$ cat src/rtl/imem_boot_loader_pkg.sv
// ---------------------------------------------------------------------------
// imem_boot_loader_pkg
//   Shared definitions for the serial IMEM boot loader.
//   Holds the IMEM geometry and the loader FSM state encoding.
//   The checksum state only exists when LOADER_CHECKSUM_EN is defined.
// ---------------------------------------------------------------------------
package imem_boot_loader_pkg;

  localparam int IMEM_DEPTH  = 128;
  localparam int IMEM_ADDR_W = 7;

  // Loader FSM states. The codes are fixed so that the optional checksum
  // state can sit at the end without renumbering the others.
  typedef enum logic [2:0] {
    ST_IDLE   = 3'd0,
    ST_CNT_LO = 3'd1,
    ST_CNT_HI = 3'd2,
    ST_DATA   = 3'd3,
    ST_WRITE  = 3'd4,
    ST_FINISH = 3'd5,
    ST_ERROR  = 3'd6
`ifdef LOADER_CHECKSUM_EN
    ,
    ST_CSUM   = 3'd7
`endif
  } loader_state_t;

endpackage

$ cat src/rtl/loader_byte_packer.sv
// ---------------------------------------------------------------------------
// loader_byte_packer
//   Assembles four received bytes into one 32-bit little-endian word.
//   The first byte of a group ends up in word[7:0], the fourth in word[31:24].
//
// Ports
//   clk         system clock, rising edge
//   rst_n       asynchronous reset, active low
//   clear       restart byte grouping at byte 0 (start of a new load)
//   byte_valid  a byte is being accepted this cycle
//   byte_data   the accepted byte
//   word        assembled word; complete and stable the cycle after word_valid
//   word_valid  high in the cycle the fourth byte of a group is accepted
// ---------------------------------------------------------------------------
module loader_byte_packer (
  input  logic        clk,
  input  logic        rst_n,
  input  logic        clear,
  input  logic        byte_valid,
  input  logic [7:0]  byte_data,
  output logic [31:0] word,
  output logic        word_valid
);

  logic [1:0]  byte_cnt_q;
  logic [31:0] word_q;

  // Bytes shift in from the top, so after four shifts the first byte has
  // travelled down to bits [7:0].
  always_ff @(posedge clk or negedge rst_n) begin
    if (!rst_n) begin
      byte_cnt_q <= 2'd0;
      word_q     <= 32'd0;
    end else if (clear) begin
      byte_cnt_q <= 2'd0;
    end else if (byte_valid) begin
      byte_cnt_q <= byte_cnt_q + 2'd1;
      word_q     <= {byte_data, word_q[31:8]};
    end
  end

  assign word_valid = byte_valid && (byte_cnt_q == 2'd3);
  assign word       = word_q;

endmodule

$ cat src/rtl/imem_boot_loader.sv
// ---------------------------------------------------------------------------
// imem_boot_loader
//   Serial program loader and owner of the 128x32 IMEM write port.
//   Stream format (little-endian): 2-byte word count, then count 32-bit words.
//   Words go to IMEM addresses 0..count-1. The CPU is held for the whole
//   load and receives a one-cycle restart pulse when the load completes.
//
//   Build option LOADER_CHECKSUM_EN: the stream carries one trailing byte,
//   the XOR of every preceding byte (count bytes included). A mismatch ends
//   in ERROR; words already written stay in IMEM.
//
// Ports
//   clk, rst_n    clock (rising edge) and asynchronous active-low reset
//   load_req      one-cycle start pulse, honoured only in IDLE or ERROR
//   rx_valid      byte available on rx_data
//   rx_data       received byte
//   rx_ready      loader takes a byte when rx_valid & rx_ready
//   mem_we        IMEM write enable, one cycle per word
//   mem_waddr     IMEM word address
//   mem_wdata     IMEM write data
//   cpu_hold      stall the CPU while loading or in error
//   cpu_restart   one-cycle pulse: CPU restarts at PC=0
//   load_busy     high in every state except IDLE
//   load_done     sticky success flag, cleared by the next accepted load_req
//   load_error    sticky error flag, cleared by the next accepted load_req
// ---------------------------------------------------------------------------
module imem_boot_loader
  import imem_boot_loader_pkg::*;
#(
  parameter int DEPTH  = IMEM_DEPTH,
  parameter int ADDR_W = IMEM_ADDR_W
) (
  input  logic              clk,
  input  logic              rst_n,
  input  logic              load_req,
  input  logic              rx_valid,
  input  logic [7:0]        rx_data,
  output logic              rx_ready,
  output logic              mem_we,
  output logic [ADDR_W-1:0] mem_waddr,
  output logic [31:0]       mem_wdata,
  output logic              cpu_hold,
  output logic              cpu_restart,
  output logic              load_busy,
  output logic              load_done,
  output logic              load_error
);

  loader_state_t     state_q, state_d;
  logic [7:0]        count_lo_q;
  logic [15:0]       word_count_q;
  logic [ADDR_W-1:0] addr_q;
  logic              done_q;
  logic              error_q;

  logic              receiving;
  logic              rx_fire;
  logic              start;
  logic              last_word;
  logic [15:0]       count_full;
  logic              pack_valid;
  logic [31:0]       packed_word;
  logic              word_valid;

`ifdef LOADER_CHECKSUM_EN
  logic [7:0]        csum_q;
`endif

  // The receive states are derived straight from the state register so the
  // handshake never loops back through the next-state logic.
`ifdef LOADER_CHECKSUM_EN
  assign receiving = (state_q == ST_CNT_LO) || (state_q == ST_CNT_HI) ||
                     (state_q == ST_DATA)   || (state_q == ST_CSUM);
`else
  assign receiving = (state_q == ST_CNT_LO) || (state_q == ST_CNT_HI) ||
                     (state_q == ST_DATA);
`endif

  assign rx_ready   = receiving;
  assign rx_fire    = rx_valid && receiving;
  assign start      = load_req && ((state_q == ST_IDLE) || (state_q == ST_ERROR));
  assign count_full = {rx_data, count_lo_q};
  assign last_word  = ({{(16-ADDR_W){1'b0}}, addr_q} == (word_count_q - 16'd1));
  assign pack_valid = rx_fire && (state_q == ST_DATA);

  loader_byte_packer u_packer (
    .clk        (clk),
    .rst_n      (rst_n),
    .clear      (start),
    .byte_valid (pack_valid),
    .byte_data  (rx_data),
    .word       (packed_word),
    .word_valid (word_valid)
  );

  // State register.
  always_ff @(posedge clk or negedge rst_n) begin
    if (!rst_n) begin
      state_q <= ST_IDLE;
    end else begin
      state_q <= state_d;
    end
  end

  // Next-state and port outputs. The write port and CPU controls are pure
  // functions of the state so an asynchronous reset drops them at once.
  always_comb begin
    state_d     = state_q;
    mem_we      = 1'b0;
    mem_waddr   = '0;
    mem_wdata   = 32'd0;
    cpu_hold    = 1'b1;
    cpu_restart = 1'b0;
    load_busy   = 1'b1;

    case (state_q)
      ST_IDLE: begin
        cpu_hold  = 1'b0;
        load_busy = 1'b0;
        if (load_req) state_d = ST_CNT_LO;
      end

      ST_CNT_LO: begin
        if (rx_fire) state_d = ST_CNT_HI;
      end

      ST_CNT_HI: begin
        if (rx_fire) begin
          if (count_full == 16'd0)             state_d = ST_FINISH;
          else if (count_full > 16'(DEPTH))    state_d = ST_ERROR;
          else                                 state_d = ST_DATA;
        end
      end

      ST_DATA: begin
        if (word_valid) state_d = ST_WRITE;
      end

      // Single write cycle; the receive side is paused meanwhile.
      ST_WRITE: begin
        mem_we    = 1'b1;
        mem_waddr = addr_q;
        mem_wdata = packed_word;
        if (last_word) begin
`ifdef LOADER_CHECKSUM_EN
          state_d = ST_CSUM;
`else
          state_d = ST_FINISH;
`endif
        end else begin
          state_d = ST_DATA;
        end
      end

`ifdef LOADER_CHECKSUM_EN
      ST_CSUM: begin
        if (rx_fire) state_d = (rx_data == csum_q) ? ST_FINISH : ST_ERROR;
      end
`endif

      ST_FINISH: begin
        cpu_restart = 1'b1;
        state_d     = ST_IDLE;
      end

      ST_ERROR: begin
        if (load_req) state_d = ST_CNT_LO;
      end

      default: begin
        state_d = ST_IDLE;
      end
    endcase
  end

  // Count capture, word address and sticky status flags. The flags are set
  // on entry to FINISH/ERROR so they are already visible in that state.
  always_ff @(posedge clk or negedge rst_n) begin
    if (!rst_n) begin
      count_lo_q   <= 8'd0;
      word_count_q <= 16'd0;
      addr_q       <= '0;
      done_q       <= 1'b0;
      error_q      <= 1'b0;
    end else begin
      if (start) begin
        addr_q  <= '0;
        done_q  <= 1'b0;
        error_q <= 1'b0;
      end
      if ((state_q == ST_CNT_LO) && rx_fire) count_lo_q <= rx_data;
      if ((state_q == ST_CNT_HI) && rx_fire) begin
        word_count_q <= count_full;
        addr_q       <= '0;
      end
      // Stop at the last word so the address never wraps past DEPTH-1.
      if ((state_q == ST_WRITE) && !last_word) addr_q <= addr_q + 1'b1;
      if (state_d == ST_FINISH) done_q <= 1'b1;
      if ((state_d == ST_ERROR) && (state_q != ST_ERROR)) error_q <= 1'b1;
    end
  end

`ifdef LOADER_CHECKSUM_EN
  // Running XOR of every byte before the checksum byte itself.
  always_ff @(posedge clk or negedge rst_n) begin
    if (!rst_n) begin
      csum_q <= 8'd0;
    end else if (start) begin
      csum_q <= 8'd0;
    end else if (rx_fire && (state_q != ST_CSUM)) begin
      csum_q <= csum_q ^ rx_data;
    end
  end
`endif

  assign load_done  = done_q;
  assign load_error = error_q;

endmodule

$ cat config.mk
export PLATFORM = sky130hd
export DESIGN_NAME = imem_boot_loader
export DESIGN_NICKNAME = d
export VERILOG_FILES = /design/src/rtl/imem_boot_loader_pkg.sv /design/src/rtl/loader_byte_packer.sv /design/src/rtl/imem_boot_loader.sv
export SDC_FILE = /design/constraint.sdc
export NUM_CORES = 1
export LEC_CHECK = 0
export ABC_AREA = 1
export CAP_MARGIN = 15
export CORE_ASPECT_RATIO = 2
export CORE_UTILIZATION = 51
export CTS_BUF_LIST = sky130_fd_sc_hd__clkbuf_8
export CTS_CLUSTER_DIAMETER = 150
export CTS_CLUSTER_SIZE = 40
export DETAILED_ROUTE_END_ITERATION = 7
export HOLD_SLACK_MARGIN = 0.1
export PLACE_DENSITY = 0.78
export SETUP_SLACK_MARGIN = 0.3
export SYNTH_ARGS = -nofsm -noshare
export SYNTH_HDL_FRONTEND = slang
export SYNTH_SLANG_ARGS = --single-unit
$ cat constraint.sdc
create_clock -name clk -period 1.7 [get_ports clk]
set_input_delay 0.34 -clock clk [delete_from_list [all_inputs] [get_ports clk]]
set_output_delay 0.34 -clock clk [all_outputs]
set_load 0.02 [all_outputs]
==> results of run 1 <==
-- per-stage QoR --
step / setup WS [ns] / area [sq um] / util
3_3_place_gp: -0.378 / 5390 / 0.742
2_1_floorplan: -0.0118 / 4160 / -
4_1_cts: -0.319 / 6460 / 0.889
3_5_place_dp: -0.386 / 5390 / 0.742
-- cells in the mapped netlist (all sizes together) --
library cell	instances	share of area
a21oi	5	0.0065
inv	89	0.087
buf	7	0.0094
nor2	93	0.10
nand3	16	0.021
o21a	1	0.0020
nand4	6	0.0098
xor2	5	0.011
nor4	1	0.0032
xnor2	2	0.0046
nor3	7	0.0091
nand3b	5	0.0098
nand2	147	0.15
o21ai	67	0.090
o22ai	4	0.0081
dfrtp	70	0.45
or2	1	0.0016
ha	3	0.0098
clkbuf	9	0.0088
a21boi	1	0.0020
-- repair_timing --
item / CTS
setup buffers: 22
resized for setup: 406
cloned: 7
hold buffers: 1
hold endpoints to repair: 70
setup endpoints to repair: 108
pin swaps: 19
-- cells by family after synthesis --
kind of cell	Yosys count	synth area share
AO/OA/AOI/OAI	78	0.109
XOR/XNOR	7	0.0159
adder cells (fa/ha/maj)	3	0.00975
flip-flops	70	0.455
buffers and inverters	105	0.105
AND/OR/NAND/NOR	276	0.306
==> results.yml, run 1 <==
status:
  status: "aborted with a tool error"
  lastStage: "5_1_grt"
  stop_error: "[ERROR DPL-0038] Utilization greater than 100%, impossible to legalize"
clock_tree:
  cts_max_path_buffers: 2
  h-tree-depth: 3
  clockRootBuffer: "clkbuf_8"
  cts_buffers: 9
  cts_sinks: 70
floorplanning:
  die_h_um: 125
  dieWidth_um: 63.4
  initial_core_util: 0.530
  ios: 58
  rows: 44
synthesis:
  yosysSeqAreaShare: 0.455
  yosys_warnings: 0
  synth_cells: 539
  syn-num-nets: 554
  ys_ff_latch: 70
  synth.distinct_cells: 29
  syn_avg_cell_area_sq_um: 7.14
  syn_area_sq_um: 3850
place:
  port_buffers: 57
  placedCellCount: 752
  gp_congestion: 0.877
  dp_hpwl_mm: 8.62
timing:
  worst-ep-kind: "register input"
  grt_repair_worst_endpoint: "load_done$_DFFE_PN0P_/D"
global_route:
  grt_max_degree: 71
==> inputs of run 2 (changes only) <==
==> config.mk (replaced) <==
export PLATFORM = sky130hd
export DESIGN_NAME = imem_boot_loader
export DESIGN_NICKNAME = d
export VERILOG_FILES = /design/src/rtl/imem_boot_loader_pkg.sv /design/src/rtl/loader_byte_packer.sv /design/src/rtl/imem_boot_loader.sv
export SDC_FILE = /design/constraint.sdc
export NUM_CORES = 1
export LEC_CHECK = 0
export ABC_AREA = 1
export CAP_MARGIN = 15
export CORE_UTILIZATION = 40
export DETAILED_ROUTE_END_ITERATION = 7
export PLACE_DENSITY_LB_ADDON = 0.15
export SYNTH_ARGS = -nofsm -noshare
export SYNTH_HDL_FRONTEND = slang
export SYNTH_SLANG_ARGS = --single-unit
==> constraint.sdc (replaced) <==
create_clock -name clk -period 2.2 [get_ports clk]
set_input_delay 0.44 -clock clk [delete_from_list [all_inputs] [get_ports clk]]
set_output_delay 0.44 -clock clk [all_outputs]
set_load 0.02 [all_outputs]
==> results.yml, run 2 <==
power:
  ir_drop_uv: 688
  power_density_nw_per_um2: 1300
  p_leak_nw: 2.40
  p_total_w: 0.00625
synthesis:
  synth.distinct_cells: 29
  syn_area_sq_um: 3850
  ys_ff_latch: 70
  yosys-top-cells-count: "nand2_1 (138), inv_1 (89), nor2_1 (83)"
  synth_area_leaders: "dfrtp_1 (45%), nand2_1 (13%), inv_1 (8.7%)"
  yosysMostFrequentCell: "nand2_1"
  synth-async-reset-ratio: 1.00
  yosys_warnings: 0
  syn-num-nets: 554
  ys.flop_type: "dfrtp_1"
  yosys.area.top_type: "dfrtp_1"
  syn_avg_cell_area_sq_um: 7.14
  synth_cells: 539
  yosysSeqAreaShare: 0.455
  synth-edff-count: 0
  synth_top_area_frac: 0.455
clock_tree:
  clockRootBuffer: "clkbuf_8"
  clock_latency_ns: 0.33
  cts_tree: "yes"
  cts_buffers: 9
  cts_max_path_buffers: 2
  cts_sinks: 70
  h-tree-depth: 3
  clk_pin_slew_ns: 0.08
final_layout:
  design_area_sq_um: 4790
  fin_cells: 745
  layout_commonest_cell: "nand2_1"
  nets: 627
  largest_reg_flops: 32
  antenna_cells: 0
  most-common-layout-cells: "nand2_1 (137), inv_1 (88), nor2_1 (80)"
  final_layout_size_suffix_gt1_frac: 0.180
  area_delta_synth_final_pct: 24.5
worst_setup_path:
  startpoint: "state_q[0]"
  reg2reg_from: "word_count_q[0]"
  crit_required_ns: 1.76
  end_kind: "output port"
  critPathKind: "register to output port"
  worstPathMaxFanout: 3
  start_kind: "register"
  crit_arrival_ns: 1.68
floorplanning:
  dieWidth_um: 100
  initial_core_util: 0.415
  die_h_um: 100
  ios: 58
  dieArea_sq_um: 10000
  rows: 35
  core_sq_um: 9280
timing:
  skew_ns: 0.00942
  hold_viol: 0
  fin_crit_ns: 2.12
  slew_headroom: 0.727
  fmax_ghz: 0.473
  whs_ns: 0.0155
  setup_violations: 0
  finalCritPeriodShare: 0.962
  worst_slew_pin_slew_ns: 0.410
  drv_slew: 0
route:
  wl_per_cell_um: 12.6
  drt-initial-drc-count: 207
  wl_mm: 9.39
  antenna_left: 0
  first_pass_iters: 4
  vias_per_cell: 4.66
  dr_total_vias: 3468
  drc: 0
status:
  status: "finished clean"
global_route:
  first_global_vias: 3418
  grt_use_total: 0.203
  grt_antenna_before_repair: 0
  overflow: 0
  grt_first_pass_wirelength_mm: 15.9
  grt_max_degree: 67
place:
  place_area_sq_um: 4700
  dp_hpwl_mm: 7.16
  placedCellCount: 728
  port_buffers: 57
  gp_congestion: 0.841
min_path:
  hold_class: "input pin to async pin"
flow_run:
  cap_viol_max_count: 0
[run 2: worst paths after layout]
path / to / slack (ns) / cells past startpoint
min in group clk: u_packer.word[0] / 0.49 / 2
min: u_packer.word[5] / 0.02 / 1
max in group asynchronous: state_q[1] / 1.59 / 2
max: rx_ready / 0.08 / 4
max reg2reg: load_error / 0.20 / 15
min reg2reg: u_packer.word[0] / 0.49 / 2
[run 2: per-stage QoR]
step / TNS (ns) / util / setup slack, ns
final: 0 / 0.516 / 0.0837
after global placement: -0.0365 / 0.506 / -0.0365
after CTS: 0 / 0.525 / 0.0166
after floorplan: 0 / - / 0.00311
after detailed placement: -0.00848 / 0.506 / -0.00848
after global routing: -0.0172 / 0.516 / -0.0172
[run 2: per-layer routing]
| layer | share of wire | wire, um | up-vias | track usage |
|---|---|---|---|---|
| li1 | - | - | 1804 | - |
| met1 | 0.49 | 4580 | 1587 | 0.281 |
| met2 | 0.46 | 4290 | 67 | 0.321 |
| met3 | 0.043 | 405 | 10 | 0.0334 |
| met4 | 0.012 | 117 | 0 | 0.0736 |
| met5 | 0 | 0 | - | 0 |
[run 2: cell families after synthesis]
family | share of synthesized area
compound gates | 0.109
xor+xnor | 0.0159
fa+ha+maj | 0.00975
buf+inv | 0.105
flops | 0.455
simple gates | 0.306
[run 2: report_power, final]
part           switching, W  leakage (nW)  internal (W)
sequential         0.000402         0.885       0.00183
combinational       0.00182          1.41       0.00105
clock              0.000454         0.109      0.000695
[run 2: what timing repair did]
action,4_1_cts,5_1_grt
pin swaps,0,3
hold buffers,0,0
setup buffers,0,2
setup endpoints to repair,40,48
resized for setup,41,93
[run 2: worst max-delay path: stages (launching register included)]
cell and delay (ns):
dfrtp_1 0.37, nor2_1 0.06, buf_4 0.13, nor2_1 0.16, clkdlybuf4s50_1 0.63
[run 2: cell type report]
cell class	count	area [sq um]
fillers	960	4490
multi-input cells	364	1760
flip-flops and latches	70	1760
repair buffers	78	564
inverters	89	334
well taps	129	161
clock buffers	12	155
clock inverters	3	67.6
No activity file was read; power rests on OpenSTA's default activity.
